<file path="config.mk">
export PLATFORM = sky130hd
export DESIGN_NAME = spi_arb
export DESIGN_NICKNAME = d
export VERILOG_FILES = /design/src/rtl/spi_arb_pkg.sv /design/src/rtl/spi_rr_pick.sv /design/src/rtl/spi_arb.sv
export SDC_FILE = /design/constraint.sdc
export NUM_CORES = 1
export LEC_CHECK = 0
export ABC_AREA = 1
export BUFFER_PORTS_ARGS = -buffer_cell sky130_fd_sc_hd__buf_2
export CAP_MARGIN = 30
export CELL_PAD_IN_SITES_DETAIL_PLACEMENT = 1
export CELL_PAD_IN_SITES_GLOBAL_PLACEMENT = 2
export CORE_ASPECT_RATIO = 2
export CORE_MARGIN = 2
export CORE_UTILIZATION = 24
export DETAILED_ROUTE_END_ITERATION = 12
export PLACE_DENSITY_LB_ADDON = 0.1
export SLEW_MARGIN = 20
export SYNTH_ARGS = -nofsm -noshare
export SYNTH_HDL_FRONTEND = slang
export SYNTH_SLANG_ARGS = --single-unit
export TNS_END_PERCENT = 10
</file>
<file path="constraint.sdc">
create_clock -name clk -period 1.5 [get_ports clk]
set_input_delay 0.075 -clock clk [delete_from_list [all_inputs] [get_ports clk]]
set_output_delay 0.075 -clock clk [all_outputs]
set_load 0.05 [all_outputs]
</file>
<file path="src/rtl/spi_arb_pkg.sv">
// Shared types and constants for the three-way SPI engine arbiter.
package spi_arb_pkg;

  localparam int NREQ    = 3;
  localparam int IDXW    = 2;
  localparam int REQ_SD  = 0;
  localparam int REQ_SW1 = 1;
  localparam int REQ_SW2 = 2;

  typedef enum logic [2:0] {
    ST_IDLE  = 3'd0,
    ST_SETUP = 3'd1,
    ST_ISSUE = 3'd2,
    ST_WAIT  = 3'd3,
    ST_ACK   = 3'd4,
    ST_HOLD  = 3'd5,
    ST_GAP   = 3'd6
  } state_e;

  // Index following idx in round-robin order, wrapping after the last requester.
  function automatic logic [IDXW-1:0] rr_next(input logic [IDXW-1:0] idx);
    if (idx >= IDXW'(REQ_SW2)) return IDXW'(REQ_SD);
    return idx + 1'b1;
  endfunction

endpackage

</file>
<file path="src/rtl/spi_rr_pick.sv">
// Combinational round-robin picker: first set req bit at or after start, wrapping.
module spi_rr_pick
  import spi_arb_pkg::*;
(
  input  logic [NREQ-1:0] req,
  input  logic [IDXW-1:0] start,
  output logic            valid,
  output logic [IDXW-1:0] index
);

  logic [IDXW:0]   sum;
  logic [IDXW-1:0] cand;

  // Walk candidates from farthest to nearest so the nearest hit is assigned last.
  always_comb begin
    valid = 1'b0;
    index = start;
    sum   = '0;
    cand  = '0;
    for (int k = NREQ - 1; k >= 0; k--) begin
      sum = {1'b0, start} + (IDXW+1)'(k);
      if (sum >= (IDXW+1)'(NREQ)) sum = sum - (IDXW+1)'(NREQ);
      cand = sum[IDXW-1:0];
      if (req[cand]) begin
        valid = 1'b1;
        index = cand;
      end
    end
  end

endmodule

</file>
<file path="src/rtl/spi_arb.sv">
// Arbitrates three byte-stream requesters onto one shared SPI engine, with
// per-requester chip select, setup/hold/gap timing and a byte timeout.
module spi_arb
  import spi_arb_pkg::*;
#(
  parameter int CS_SETUP = 2,
  parameter int CS_HOLD  = 2,
  parameter int CS_GAP   = 4,
  parameter int TIMEOUT  = 1024
) (
  input  logic              clk,
  input  logic              rst,
  input  logic [NREQ-1:0]   req,
  input  logic [8*NREQ-1:0] tx_byte,
  input  logic [NREQ-1:0]   last,
  output logic [NREQ-1:0]   ack,
  output logic [7:0]        rx_byte,
  output logic [NREQ-1:0]   err,
  output logic              eng_start,
  output logic [7:0]        eng_tx,
  input  logic              eng_done,
  input  logic [7:0]        eng_rx,
  output logic [NREQ-1:0]   cs_n,
  output logic              busy,
  output logic [2:0]        state_debug
);

  localparam int CMAX = (CS_SETUP > CS_HOLD) ? ((CS_SETUP > CS_GAP) ? CS_SETUP : CS_GAP)
                                             : ((CS_HOLD  > CS_GAP) ? CS_HOLD  : CS_GAP);
  localparam int CW   = $clog2(CMAX + 1);
  localparam int TW   = $clog2(TIMEOUT + 1);

  state_e          state, nstate;
  logic [IDXW-1:0] g;          // granted requester, fixed for the whole transaction
  logic [IDXW-1:0] rr_start;   // where the next round-robin search begins
  logic [CW-1:0]   cnt;        // shared setup/hold/gap down-counter
  logic [TW-1:0]   tcnt;       // WAIT cycles elapsed for the current byte
  logic            last_q;
  logic [7:0]      eng_tx_q;
  logic [7:0]      rx_q;

  logic            pick_vld;
  logic [IDXW-1:0] pick_idx;
  logic            cnt_exp;
  logic            tmo;
  logic [7:0]      tx_sel;

  spi_rr_pick u_pick (
    .req   (req),
    .start (rr_start),
    .valid (pick_vld),
    .index (pick_idx)
  );

  assign cnt_exp = (cnt <= CW'(1));
  assign tmo     = (tcnt == TW'(TIMEOUT - 1));
  assign tx_sel  = tx_byte[{g, 3'b000} +: 8];

  // State register.
  always_ff @(posedge clk) begin
    if (rst) state <= ST_IDLE;
    else     state <= nstate;
  end

  // Next-state decode.
  always_comb begin
    nstate = state;
    case (state)
      ST_IDLE:  if (pick_vld) nstate = ST_SETUP;
      ST_SETUP: if (cnt_exp)  nstate = ST_ISSUE;
      ST_ISSUE: nstate = ST_WAIT;
      ST_WAIT:  if (eng_done) nstate = ST_ACK;
                else if (tmo) nstate = ST_HOLD;
      ST_ACK:   if (last_q)   nstate = ST_HOLD;
                else if (req[g]) nstate = ST_ISSUE;
                else          nstate = ST_HOLD;
      ST_HOLD:  if (cnt_exp)  nstate = ST_GAP;
      ST_GAP:   if (cnt_exp)  nstate = ST_IDLE;
      default:  nstate = ST_IDLE;
    endcase
  end

  // Grant, counters and byte latches; counters are reloaded on the way into each timed state.
  always_ff @(posedge clk) begin
    if (rst) begin
      g        <= '0;
      rr_start <= IDXW'(REQ_SD);
      cnt      <= '0;
      tcnt     <= '0;
      last_q   <= 1'b0;
      eng_tx_q <= '0;
      rx_q     <= '0;
    end else begin
      case (state)
        ST_IDLE: if (pick_vld) begin
          g   <= pick_idx;
          cnt <= CW'(CS_SETUP);
        end
        ST_SETUP: if (!cnt_exp) cnt <= cnt - 1'b1;
        ST_ISSUE: begin
          eng_tx_q <= tx_sel;
          last_q   <= last[g];
          tcnt     <= '0;
        end
        ST_WAIT: begin
          if (eng_done)  rx_q <= eng_rx;
          else if (tmo)  cnt  <= CW'(CS_HOLD);
          else           tcnt <= tcnt + 1'b1;
        end
        ST_ACK: if (last_q || !req[g]) cnt <= CW'(CS_HOLD);
        ST_HOLD: begin
          if (cnt_exp) cnt <= CW'(CS_GAP);
          else         cnt <= cnt - 1'b1;
        end
        ST_GAP: begin
          if (cnt_exp) rr_start <= rr_next(g);
          else         cnt      <= cnt - 1'b1;
        end
        default: ;
      endcase
    end
  end

  // Outputs; eng_tx shows the selected byte during ISSUE so it is valid with eng_start.
  always_comb begin
    busy        = (state != ST_IDLE);
    state_debug = state;
    eng_start   = (state == ST_ISSUE);
    eng_tx      = (state == ST_ISSUE) ? tx_sel : eng_tx_q;
    rx_byte     = rx_q;
    ack         = (state == ST_ACK) ? (NREQ'(1) << g) : '0;
    err         = (state == ST_WAIT && !eng_done && tmo) ? (NREQ'(1) << g) : '0;
    cs_n        = '1;
    if (state inside {ST_SETUP, ST_ISSUE, ST_WAIT, ST_ACK, ST_HOLD}) cs_n[g] = 1'b0;
  end

endmodule
</file>
Word-level counts from Yosys, hierarchy flattened
Cells that the tools add are included. Widths: inputs -> output; s select.

Register bits after elaboration: 38. Output and inout bits: 30. Logic and storage cells: 114.

$add $sub $neg: 8. Magnitude comparators: 10. Equal/unequal tests: 17. Shift operators: 2. Multiplexer cells: 50. Bitwise logic cells: 1. Reductions and logical operators: 18.

Operators with widths (number): $mux 3 (17); $shiftx 24x6->8 (1); $mux 11 (2); $pmux 11 s2 (1); $pmux 3 s7 (1); $ne 2x2->1 const B (9); $mux 2 (8); $pmux 3 s5 (1); $mux 1 (13); $lt 2x3->1 const B (4); $add 11x1->11 const B (1); $eq 11x10->1 const B (1); $bmux 1 s2 (5); $reduce_bool 5->1 (2); $eq 3x3->1 const B (3); $mux 8 (1); $eq 3x2->1 const B (2); $ge 3x2->1 const B (2); $reduce_and 2->1 (3); $reduce_and 6->1 (1); $sub 2x2->2 const B (3); $reduce_and 5->1 (1); $ge 2x2->1 const B (2); $add 2x1->3 const B (1); other kinds (18) (21).

Depth between registers and ports, before layout
Gate-level depths: netlist of run 1.

Word-level depth: 10. Gate-level depth with buffers: 13. Mapped depth without buffers: 13.

Cells and area by module
A second synthesis of run 1 with hierarchy kept.

Cells, all modules: 341. Area total of the unflattened synthesis: 2307.2 µm².

Modules (own cells, without submodules): spi_arb (instances 1, cells an instance 297, area an instance 2070.7 µm², seq. area each 760.7 µm²); spi_rr_pick (instances 1, cells an instance 44, area an instance 236.5 µm², seq. area each 0.0 µm²).

Least setup slack after synthesis of run 1
OpenSTA, ideal clock, no wires.

Path kind: flip-flop to flip-flop. Start: register state[1] (netlist: state_debug[1]). End: register eng_tx_q[0]. Library setup time: 64 ps. Data arrival time: 2457 ps. Required time: 1436 ps. Setup slack: -1021 ps. Cell stages (with the launch flop): 7. Buffers on the path: 0. Clock period less this slack: 2521 ps. Cell sequence: dfxtp_1 > nand2_2 > inv_2 > nand2_2 > inv_2 > a2bb2oi_1 > and2_1.

Cells in the longest elaborated chain, start to end: 2.

Ends and longest elaborated chain: from (decl) (RTL line spi_arb.sv:33) `state_e state, nstate;`; from (signal assigned) (RTL line spi_arb.sv:62) `else state <= nstate;`; $eq 3x2->1; net eng_start (RTL line spi_arb.sv:19) `output logic eng_start,`; $mux 8; net eng_tx[0] (RTL line spi_arb.sv:20) `output logic [7:0] eng_tx,`; to (signal assigned) (RTL line spi_arb.sv:101) `eng_tx_q <= tx_sel;`; to (decl) (RTL line spi_arb.sv:39) `logic [7:0] eng_tx_q;`.

The timed path passes the listed nets, and every way through them passes these cells. A chain may end at the register's enable or synchronous reset.

Worst setup path after layout of run 1
Start: register state[2] (netlist: state_debug[2]). End: output port eng_tx[3].

Cells in the longest elaborated chain, start to end: 2.

Ends and longest elaborated chain: $eq 3x2->1 (RTL line spi_arb.sv:129) `eng_tx = (state == ST_ISSUE) ? tx_sel : eng_tx_q;`; $mux 8; to (decl) (RTL line spi_arb.sv:20).

Every way passes these cells.

==> run summary, run 1 <==
The logs give -0.12 ns for the setup slack on the worst flop-to-flop path and 19 for the pin count of the biggest net entering global routing. The first global-routing pass estimated 13900 um of wire. The H-tree generated during clock tree synthesis spans 2 levels. Before antenna repair, the detailed router went through 4 iterations. Global routing finished with a remaining overflow of 0. Total placed instance area: 3260 um2. Leaving out fill and tap cells, the most frequent cells in the layout are sky130_fd_sc_hd__nand2_1 (61), sky130_fd_sc_hd__buf_2 (52), sky130_fd_sc_hd__buf_4 (49). Power comes to 7.45 mW.

Post-layout worst setup margin: -0.131 ns. Once layout is done, the placed cells without fillers occupy 3910 um2. The final HPWL from detailed placement was 6820 um.

The total leakage power is 1.74 nW, and the post-route setup TNS is -2.02 ns. The initial cell density of the core came out at 0.244. The final routed DRC violation total came out at 0. The library cell used most frequently in the layout, excluding fill and tap cells, is sky130_fd_sc_hd__nand2_1. The min-delay analysis places its worst path in the category primary input to flop. The number of global-route vias before repair is 2974, and the placed instance count is 555. The maximum VDD drop is 0.00102 V.

Number of I/O pins: 71. At the placement stage, the worst setup path has a slack of -0.342 ns. Kind of critical path: flop to primary output. The buffer depth of the longest clock path is 2. The tree is rooted in a sky130_fd_sc_hd__clkbuf_16.

Counting every net in the synthesized netlist gives 391. The filler cell count in the final layout was 1157. For this run, the number of Yosys warnings is 0.

The core occupancy in the finished layout is 0.419. The startpoint of the lowest-slack register-to-register path was rr_start[0]$_SDFFE_PP0P_. The detailed-route via count is 2719. The vertical die dimension is 142 um, and the synthesized area divided by synthesized cell count is 6.62 um2. The run finished, with violations left.

The run gives 0.797 as the relative max-transition margin. Across the run, the number of max-cap violations was 0. The critical path ends at eng_tx[3]. The tightest hold path in the finished design has a slack of 0.0549 ns. The count of distinct cell types in the synthesized netlist was 30; the biggest fanout along the worst timing path was 10.

Port buffering added 70 buffers. Width of the die: 72.9 um. The logs give 1.42 ns for the required arrival time at the worst endpoint and 0 for the number of max-slew violations in the final report.

The die area was 10300 um2; the clock period minus final worst setup slack was 1.63 ns. Dividing total power by cell area gives a power density of 1910 nW/um2. For the remaining number of nets flagged by the antenna check after routing, the log shows 0. For the number of DRC markers after the initial detailed-route iteration, the log shows 58. The post-synthesis cell area was 2280 um2; the layout overhead on the synthesized area was 71.6%. The nature of the critical path endpoint was a primary output. The number of antenna violations at the first check in global routing was 0; the count of non-filler cells in the finished layout was 569. TritonCTS built the clock tree.

Counting cells, the worst reg-to-reg path comes to 13. The total routing usage reported by global routing is 0.175. STA classifies the critical path startpoint as a flop.

The source of the critical timing path was state_debug[2]$_SDFFE_PP0P_. The share of final-layout standard cells stronger than drive strength 1 works out to 0.480. For this run, the post-layout net count is 511. The endpoint arrival time on the critical path is 1.56 ns. Wires add up to 8630 um. Synthesis inferred 38 register bits. The total setup violations reported at the end of the flow is 25, and the final RePlAce weighted congestion is 0.769. The tools report the later-pin clock latency in the skew report as 0.29 ns. The tools report the endpoint of the worst-slack reg-to-reg timing path as state_debug[0]$_SDFFE_PP0P_. The number of antenna diodes in the final layout is 0.

The highest clock rate came out at 613 MHz. The run gives 0.334 as the register area share after synthesis. The final reports fail on setup timing. Clock-pin slew was measured on the worst setup and hold paths at 0.06 ns. Counting the buffers created by CTS gives 5.

Core area: 9320 um2. The post-detailed-route via-to-cell ratio came out at 4.78. Setup repair after global routing could not meet its margin everywhere. In the synthesized netlist, the number of instances is 344. Clock tree synthesis found a total of 38 sinks. The final worst clock skew is 0.00433 ns, and the routed length per placed instance is 15.2 um. The count of endpoints failing hold in the final timing report came out at 0. At the pin with the least slew margin, the transition time is 0.304 ns. The period utilization was 1.09; the number of cell rows was 50.
-- final cells by class --
cell class	instances	area (um2)	share of cell area
Clock inverter	2	11.3	0.00288
Clock buffer	6	139	0.0355
Sequential cell	38	782	0.200
Multi-Input combinational cell	253	1790	0.459
Inverter	44	191	0.0490
Tap cell	104	130	0.0333
Timing Repair Buffer	122	861	0.220
-- metal layers --
| layer | routed length [um] | track usage | part of all wire |
|---|---|---|---|
| met5 | 0 | 0 | 0 |
| met4 | 165 | 0.0643 | 0.019 |
| met3 | 220 | 0.0241 | 0.025 |
| met2 | 5260 | 0.358 | 0.61 |
| met1 | 2990 | 0.166 | 0.35 |
-- cells by family (layout without fill, tap and decap cells) --
kind of cell,Yosys count,after routing,synth area share
AOI/OAI and AO/OA,69,69,0.180
xor gates and xnor gates,5,5,0.0192
adders and majority gates,6,6,0.0330
buffers and inverters,53,174,0.0956
DFF,38,38,0.334
and+or+nand+nor,173,173,0.338
-- sequential cells by signal (all words and copies together) (netlist names) --
signal,count
tcnt,11
state_debug,3
rr_start,2
g,2
last_q,1
eng_tx_q,8
cnt,3
rx_byte,8
-- worst max-delay path, cell delays in order (launching register included) --
cell	delay, ns
sky130_fd_sc_hd__dfxtp_4	0.37
sky130_fd_sc_hd__inv_2	0.09
sky130_fd_sc_hd__nand2_4	0.08
sky130_fd_sc_hd__inv_4	0.10
sky130_fd_sc_hd__nand2_8	0.13
sky130_fd_sc_hd__inv_16	0.14
sky130_fd_sc_hd__a2bb2oi_4	0.14
sky130_fd_sc_hd__buf_4	0.21
-- synth_stat cells (all sizes together) --
| cell type | count | area, um2 |
|---|---|---|
| buf | 5 | 37.5 |
| xor2 | 4 | 35.0 |
| dfxtp | 38 | 761 |
| inv | 42 | 158 |
| nand3b | 1 | 7.51 |
| nand3 | 36 | 185 |
| clkbuf | 4 | 15.0 |
| nor3 | 3 | 15.0 |
| a22oi | 10 | 75.1 |
| a21oi | 37 | 185 |
| a2bb2oi | 8 | 70.1 |
| o22ai | 1 | 6.26 |
| xnor2 | 1 | 8.76 |
| or2 | 1 | 6.26 |
| o21ai | 10 | 50.1 |
| and2 | 8 | 50.1 |
| clkinv | 2 | 7.51 |
| o31ai | 1 | 7.51 |
| o21a | 1 | 7.51 |
| nor4 | 1 | 6.26 |
| a221oi | 1 | 8.76 |
| ha | 6 | 75.1 |
| nand4 | 3 | 18.8 |
| nor2 | 40 | 165 |
| nand2 | 80 | 315 |
-- how the worst min path moves through the flow --
stage                         start                      end  cells after the start
after floorplan           eng_rx[0]  rx_byte[0]$_SDFFE_PP0P_                      2
after global placement    eng_rx[5]  rx_byte[5]$_SDFFE_PP0P_                      3
after detailed placement  eng_rx[4]  rx_byte[4]$_SDFFE_PP0P_                      3
after CTS                 eng_rx[4]  rx_byte[4]$_SDFFE_PP0P_                      3
after global routing      eng_rx[3]  rx_byte[3]$_SDFFE_PP0P_                      3
final                     eng_rx[4]  rx_byte[4]$_SDFFE_PP0P_                      3
-- power by group --
part,switching (mW),internal [mW],leakage [nW]
Combinational,3.02,1.91,1.35
Clock,0.437,0.660,0.0772
Sequential,0.196,1.23,0.314
-- timing repair --
action / 4_1_cts / 5_1_grt
resized for setup: 83 / 44
pin swaps: 13 / 14
setup endpoints to repair: 35 / 37
buffers inserted: 3 / 3
hold buffers: 0 / 0
(Power assumes the default switching activity.)
==> run 2: changes to the inputs <==
--- a/config.mk
+++ b/config.mk
@@ -8,7 +8,7 @@
 export ABC_AREA = 1
 export BUFFER_PORTS_ARGS = -buffer_cell sky130_fd_sc_hd__buf_2
 export CAP_MARGIN = 30
-export CELL_PAD_IN_SITES_DETAIL_PLACEMENT = 1
+export CELL_PAD_IN_SITES_DETAIL_PLACEMENT = 2
 export CELL_PAD_IN_SITES_GLOBAL_PLACEMENT = 2
 export CORE_ASPECT_RATIO = 2
 export CORE_MARGIN = 2
==> run summary, run 2 (synthesized netlist as in run 1, its figures left out) <==
The flow ran to the end, but the final reports show violations. The checks that failed: setup timing. Number of global-route vias before repair: 3297. The met3 track demand over resource is 0.0256. The initialized floorplan defines 50 standard-cell rows. More flip-flops sit in one register than any other, and that register is tcnt. The tightest hold path in the finished design has a slack of 0.0625 ns. The worst setup path is launched from a flop.

The total inserted antenna cells was 0; the post-detailed-route via-to-cell ratio was 4.91. Measured along the x axis, the die boundary spans 72.9 um. At the end of routability-driven placement, the weighted congestion stood at 0.769. The min-delay analysis places its worst path in the category primary input to flop.

The initial cell density of the core was 0.244. STA classifies the critical path endpoint as a primary output. Dividing the detail-routed wire length by the instance count gives 18.0 um. For the number of max-slew violations in the final report, the log shows 0. The logs give 0.206 for the total routing usage reported by global routing and 71 for the number of I/O pins.

The flip-flop count of the largest register after layout came out at 11. The most common library cell in the layout ignoring fill and taps was sky130_fd_sc_hd__nand2_1. The detail route stage leaves a number of antenna-violating nets equal to 0.

Once placement finished, the instance area stood at 3260 um2. The count of endpoints failing hold in the final timing report is 0, and the filler cell count in the final layout is 1052. The region available for standard cell placement spans 9320 um2. The worst hold path terminates at rx_byte[3]$_SDFFE_PP0P_.

For the setup slack on the worst flop-to-flop path, the log shows -0.17 ns. The relative max-transition margin is 0.733. The period utilization came out at 1.13. The startpoint identified for the worst hold timing path is eng_rx[3]. The number of hold-repair buffers added at the cts stage was 0; the final global-route overflow total was 0. Setup violations remaining at the end of the flow were counted as 34. The maximum VDD drop is 0.00106 V. The later pin in the worst-skew pair is clocked with a latency of 0.29 ns. The worst register-to-register path has a depth of 12. The pin count of the biggest net entering global routing is 19, and the number of DRC markers after the initial detailed-route iteration is 69. In the final timing run, aggregate negative setup slack is -3.02 ns. The met2 track utilization from global routing was 0.424. The cell sitting at the root of the clock tree is a sky130_fd_sc_hd__clkbuf_16. The wire-length estimate of the detail-placed layout is 7560 um. The tool flagged a number of max-cap violations equal to 0. Leaving out fill and tap cells, the most frequent cells in the layout are sky130_fd_sc_hd__nand2_1 (63), sky130_fd_sc_hd__buf_4 (55), sky130_fd_sc_hd__buf_2 (52).

The kind of critical path was flop to primary output. The worst register-to-register path begins at tcnt[0]$_SDFFE_PP0P_. For this run, the detailed router's first-pass iteration total came to 4. Final worst clock skew: 0.00996 ns. The die covers 10300 um2.

The run gives 575 as the count of non-filler cells in the finished layout. In this run the critical register-to-register path is captured at cnt[0]$_SDFFE_PP0P_. The clock passes through at most 2 buffers. In this run the static leakage power is 1.78 nW. The worst path needs 1.69 ns of the cycle, external delays included.

Final design instance area without fill: 3980 um2. The tools report the required arrival time at the worst endpoint as 1.42 ns. TritonCTS built the clock tree. For the wire length of the first global-routing pass, the log shows 16100 um. Count of buffers from port buffering: 70. The detailed-route via count was 2823; the highest clock rate was 590 MHz. The layout net count came out at 517. The logs give 10300 um for the total wirelength of the detailed-routed design and -0.195 ns for the post-layout worst setup margin.

In the routed design, unresolved DRC markers number 0. The share of final-layout standard cells stronger than drive strength 1 is 0.503. The layer flagged by global routing as most heavily used is met2.

Counting instances, the worst hold path has a depth of 3. Data on the critical path arrives at its endpoint at 1.62 ns. Clock-pin slew was measured on the worst setup and hold paths at 0.06 ns.

The layout overhead on the synthesized area was 74.8%. The floorplan step set the die height to 142 um. After detailed placement, the design holds a cell count of 555.

The biggest fanout along the worst timing path was 3; the met1 global-route usage was 0.188. At the pin with the least slew margin, the transition time is 0.397 ns. The level count of the clock H-tree came out at 2. Setup repair after global routing could not meet its margin everywhere. The run gives 0 as the number of antenna violations at the first check in global routing.

In this run, CTS created clock tree buffers numbering 5. The power per unit of standard cell area works out to 1930 nW/um2. The tree built by TritonCTS fans out to 38 sinks.
-- run 2: cell count changes in the layout (fill, tap and decap cells not counted), moves of 4 or more --
cell / previous run / this run
sky130_fd_sc_hd__buf_4: 49 / 55
sky130_fd_sc_hd__inv_1: 30 / 26
sky130_fd_sc_hd__buf_8: 1 / 5
sky130_fd_sc_hd__inv_2: 7 / 11
-- run 2: critical path: stages, from the launching register on --
cell and delay, ns:
sky130_fd_sc_hd__dfxtp_2 0.35, sky130_fd_sc_hd__ha_4 0.15, sky130_fd_sc_hd__nand2_4 0.05, sky130_fd_sc_hd__nor2_4 0.12, sky130_fd_sc_hd__nand3_2 0.10, sky130_fd_sc_hd__nor2_4 0.13, sky130_fd_sc_hd__nand3_4 0.13, sky130_fd_sc_hd__nor2_4 0.13
sky130_fd_sc_hd__buf_8 0.15
-- run 2: final cells by class --
class	instances	area [um2]	share of cell area
Tap cell	104	130	0.0327
Timing Repair Buffer	128	928	0.233
Clock buffer	6	139	0.0349
Multi-Input combinational cell	253	1790	0.449
Inverter	44	199	0.0500
Sequential cell	38	785	0.197
Clock inverter	2	11.3	0.00283
-- run 2: worst max-delay path by stage --
stage                                  end  slack, ns                        start
2_1_floorplan                       ack[0]      -0.07  state_debug[0]$_SDFFE_PP0P_
3_3_place_gp   state_debug[0]$_SDFFE_PP0P_      -0.26     rr_start[1]$_SDFFE_PP0P_
3_5_place_dp   state_debug[0]$_SDFFE_PP0P_      -0.41     rr_start[1]$_SDFFE_PP0P_
4_1_cts                             err[1]      -0.22         tcnt[1]$_SDFFE_PP0P_
5_1_grt        state_debug[0]$_SDFFE_PP0P_      -0.28         tcnt[5]$_SDFFE_PP0P_
6_report                            err[1]      -0.19         tcnt[0]$_SDFFE_PP0P_
-- run 2: per-stage QoR --
stage          setup WS, ns  utilization  total power, mW
6_report             -0.195        0.427             7.69
5_1_grt              -0.275        0.427             8.19
4_1_cts              -0.217        0.411             7.54
3_5_place_dp         -0.408        0.349             5.64
3_3_place_gp         -0.263        0.349             5.54
2_1_floorplan       -0.0748            -             4.39
-- run 2: power breakdown --
part	internal [mW]	total (mW)	switching, mW	leakage [nW]
Sequential	1.24	1.46	0.223	0.314
Clock	0.660	1.11	0.451	0.0772
Combinational	1.94	5.12	3.18	1.39
Total	3.84	7.69	3.85	1.78
-- run 2: timing repair --
action                                  in CTS  in global routing
setup buffers                                8                  4
cloned                                       0                  0
resized for setup                          109                 34
endpoints found under the setup margin      40                 40
pin swaps                                   18                 11
-- run 2: metal layers --
metal / vias to the layer above / part of all wire
met5: - / 0
met4: 0 / 0.023
met3: 11 / 0.026
met2: 55 / 0.63
met1: 1378 / 0.33
li1: 1379 / -
==> run 3: changes to the inputs <==
--- a/config.mk
+++ b/config.mk
@@ -5,14 +5,13 @@
 export SDC_FILE = /design/constraint.sdc
 export NUM_CORES = 1
 export LEC_CHECK = 0
-export ABC_AREA = 1
 export BUFFER_PORTS_ARGS = -buffer_cell sky130_fd_sc_hd__buf_2
 export CAP_MARGIN = 30
 export CELL_PAD_IN_SITES_DETAIL_PLACEMENT = 2
 export CELL_PAD_IN_SITES_GLOBAL_PLACEMENT = 2
 export CORE_ASPECT_RATIO = 2
 export CORE_MARGIN = 2
-export CORE_UTILIZATION = 24
+export CORE_UTILIZATION = 26
 export DETAILED_ROUTE_END_ITERATION = 12
 export PLACE_DENSITY_LB_ADDON = 0.1
 export SLEW_MARGIN = 20
==> run summary, run 3 <==
The tools report the buffer cell driving the clock tree root as sky130_fd_sc_hd__clkbuf_16. For the worst setup path, the data required time is 1.68 ns. The most frequently used cell type in the post-synthesis netlist was sky130_fd_sc_hd__nor2_1. The total area inside the core boundary comes to 8950 um2.

On the final layout, the worst clock skew is 0.00710 ns. The startpoint of the lowest-slack register-to-register path was rr_start[1]$_SDFFE_PP0P_. The synthesized design contains 38 register bits. The tools report the relative max-transition margin as 0.671. The number of placed instances, taps included, is 538. Most used flip-flop cell after synthesis: sky130_fd_sc_hd__dfxtp_1.

The placed instances occupy a cell area of 3580 um2. For the pin count of the biggest net entering global routing, the log shows 16. Sorting the synthesized cells by area gives the leading types as sky130_fd_sc_hd__dfxtp_1 (32%), sky130_fd_sc_hd__a21oi_1 (8.4%), sky130_fd_sc_hd__nor2_1 (7.7%). VDD sags by at most 0.000882 V. The clock transition at the register clock pins on the worst setup and hold paths after CTS came out at 0.06 ns.

The number of DRC markers after the initial detailed-route iteration came out at 41. The tree built by TritonCTS fans out to 38 sinks. The tools report the setup slack on the worst flop-to-flop path as -0.36 ns. The remaining number of nets flagged by the antenna check after routing is 0. The biggest fanout along the worst timing path was 5. The transition time at the pin with the least slew margin came out at 0.490 ns. Worst min-delay path startpoint: eng_rx[2]. The total overflow left after global routing is 0. The tools report the number of global-route vias before repair as 3247. In the layout the commonest cells are sky130_fd_sc_hd__buf_4 (69), sky130_fd_sc_hd__buf_2 (51), sky130_fd_sc_hd__nor2_1 (34). The synthesized netlist occupies a cell area of 2400 um2. Number of antenna violations at the first check in global routing: 0. The tools report the number of standard cells after synthesis as 314.

The tools report the worst-case hold path end point as rx_byte[2]$_SDFFE_PP0P_. Measured along the x axis, the die boundary spans 71.9 um. The number of cell rows was 49; the number of max-slew violations in the final report was 0.

The finished cells cover 4350 um2. Along the worst hold path, the cell count comes to 3. STA classifies the critical path endpoint as a flop.

After routing, the total negative slack on setup checks comes to -6.10 ns. The source of the critical timing path is rr_start[1]$_SDFFE_PP0P_. Total CTS buffers: 5. For the worst setup path, the data arrival time is 2.04 ns. The share of final-layout standard cells stronger than drive strength 1 works out to 0.576. In this run the worst hold path is classified as primary input to flop.

The register with the most flip-flops in the layout has 11 of them. The flow ran to the end, but the final reports show violations. Later-pin clock latency in the skew report: 0.29 ns. The die covers 10100 um2. The analysis attributes to cell leakage a power of 1.78 nW. The tools report the kind of start point of the critical path as a flop.

The first global-routing pass estimated 16800 um of wire. More flip-flops sit in one register than any other, and that register is tcnt. The wire-length estimate of the detail-placed layout is 8070 um. The vertical die dimension is 140 um, and the worst reg-to-reg path cell count is 8. The count of endpoints failing hold in the final timing report came out at 0.

Counting the fill cells in the layout gives 985. Power per unit of standard cell area: 1530 nW/um2. Total routing usage reported by global routing: 0.216.

Endpoint of the worst-slack reg-to-reg timing path: cnt[0]$_SDFFE_PP0P_. TritonCTS built the clock tree. Across all layers, the routed design uses 2913 vias. The biggest area contributor in the post-synthesis netlist is sky130_fd_sc_hd__dfxtp_1. The critical path is of the flop to flop type. The checks that failed: setup timing.

Relative to the synthesized area, the layout overhead comes to 81.3%. For the register area share after synthesis, the log shows 0.317. Counting flops with a built-in enable in the synthesized netlist gives 0.

Setup repair after global routing could not meet its margin everywhere. Excluding fillers, the count of instances in the completed layout stands at 557. In the routed design, unresolved DRC markers number 0.

Dividing the detail-routed wire length by the instance count gives 20.0 um. The async set-reset flop share out of synthesis is 0. The number of hold-repair buffers added at the cts stage was 0; the clock period minus final worst setup slack was 1.86 ns. The initial cell density of the core was 0.268. CTS built an H-tree with a depth of 2. The repair_antennas step left the layout with diodes totalling 0. Summed over all layers, the routed wires come to 11200 um. The total nets after synthesis was 361; the area share of the largest cell type after synthesis was 0.317. In the final design database the tool counted 501 nets. The count of distinct cell types in the synthesized netlist is 53. By count the netlist is led by sky130_fd_sc_hd__nor2_1 (49), sky130_fd_sc_hd__a21oi_1 (40), sky130_fd_sc_hd__dfxtp_1 (38). The buffer depth of the longest clock path came out at 2.

The pre-antenna-repair detailed-routing pass consisted of 4 iterations. The power consumption is 6.66 mW, and the highest clock rate is 537 MHz. At the end of routability-driven placement, the weighted congestion stood at 0.880.

The synthesized area divided by synthesized cell count is 7.63 um2, and the number of I/O pins is 71. Setup violations remaining at the end of the flow were counted as 34. The Yosys warning count is 0. For the worst hold-check slack, the log shows 0.0241 ns. Leaving out fill and tap cells, the most frequent cell in the layout is sky130_fd_sc_hd__buf_4.

Period utilization: 1.24. During placement, the flow inserted port buffers numbering 70. Across the run, the number of max-cap violations was 0. The post-layout worst setup margin is -0.362 ns, and the post-detailed-route via-to-cell ratio is 5.23.
[run 3: cell count changes after synthesis, sizes merged, moves of 7 or more]
cell     previous run  this run
a2bb2oi             8         0
and2                8         0
inv                42        19
a22oi              10         3
nand3              36        10
mux2i               0        13
a211oi              0         9
nor3                3        11
nand2              80        30
nor2b               0        13
nor2               40        49
[run 3: repair_timing]
item | 4_1_cts | 5_1_grt
gates cloned | 0 | 0
endpoints found under the setup margin | 46 | 53
resized for setup | 88 | 47
hold endpoints to repair | 0 | 0
buffers inserted | 4 | 7
pin swaps | 11 | 17
[run 3: worst max path at each step]
stage / to / slack, ns
after global placement: g[0]$_SDFFE_PP0P_ / -0.45
after detailed placement: cnt[0]$_SDFFE_PP0P_ / -0.44
after floorplan: cnt[0]$_SDFFE_PP0P_ / -0.30
after CTS: cnt[0]$_SDFFE_PP0P_ / -0.37
final: cnt[0]$_SDFFE_PP0P_ / -0.36
after global routing: g[0]$_SDFFE_PP0P_ / -0.40
[run 3: kinds of logic (layout without fill, tap and decap cells)]
family                     Yosys count  in the layout  share of synthesized area
muxes                               16             16                     0.0699
xor gates and xnor gates             6              6                     0.0219
buffers and inverters               36            177                     0.0626
AOI/OAI and AO/OA                   78             78                      0.226
and+or+nand+nor                    134            134                      0.271
DFF                                 38             38                      0.317
adders and majority gates            6              6                     0.0313
[run 3: worst max-delay path, stage by stage, from the launching register on]
cell,delay (ns)
sky130_fd_sc_hd__dfxtp_4,0.40
sky130_fd_sc_hd__inv_4,0.06
sky130_fd_sc_hd__ha_4,0.18
sky130_fd_sc_hd__buf_6,0.13
sky130_fd_sc_hd__nand2_4,0.04
sky130_fd_sc_hd__nand4_1,0.20
sky130_fd_sc_hd__a211oi_4,0.36
sky130_fd_sc_hd__nor4_4,0.08
sky130_fd_sc_hd__mux2_4,0.31
[run 3: through the flow]
| step | setup WS, ns | utilization |
|---|---|---|
| after floorplan | -0.296 | - |
| after global placement | -0.448 | 0.400 |
| after detailed placement | -0.442 | 0.400 |
| after CTS | -0.370 | 0.459 |
| after global routing | -0.397 | 0.485 |
| final | -0.362 | 0.485 |
[run 3: cell type report]
type,instances,area [um2],area share
inverters,19,82.6,0.0190
repair buffers,150,1150,0.265
well taps,102,128,0.0294
flip-flops and latches,38,795,0.183
clock inverters,1,5.00,0.00115
clock buffers,7,143,0.0328
multi-input cells,240,2040,0.470
[run 3: metal layers]
layer / routed length [um] / global-route usage
met1: 3690 / 0.206
met2: 6860 / 0.448
met3: 317 / 0.0282
met4: 305 / 0.0636
met5: 0 / 0
[run 3: report_power, final]
group,internal (mW),switching [mW]
combinational,1.70,2.45
sequential,1.18,0.201
clock,0.661,0.459
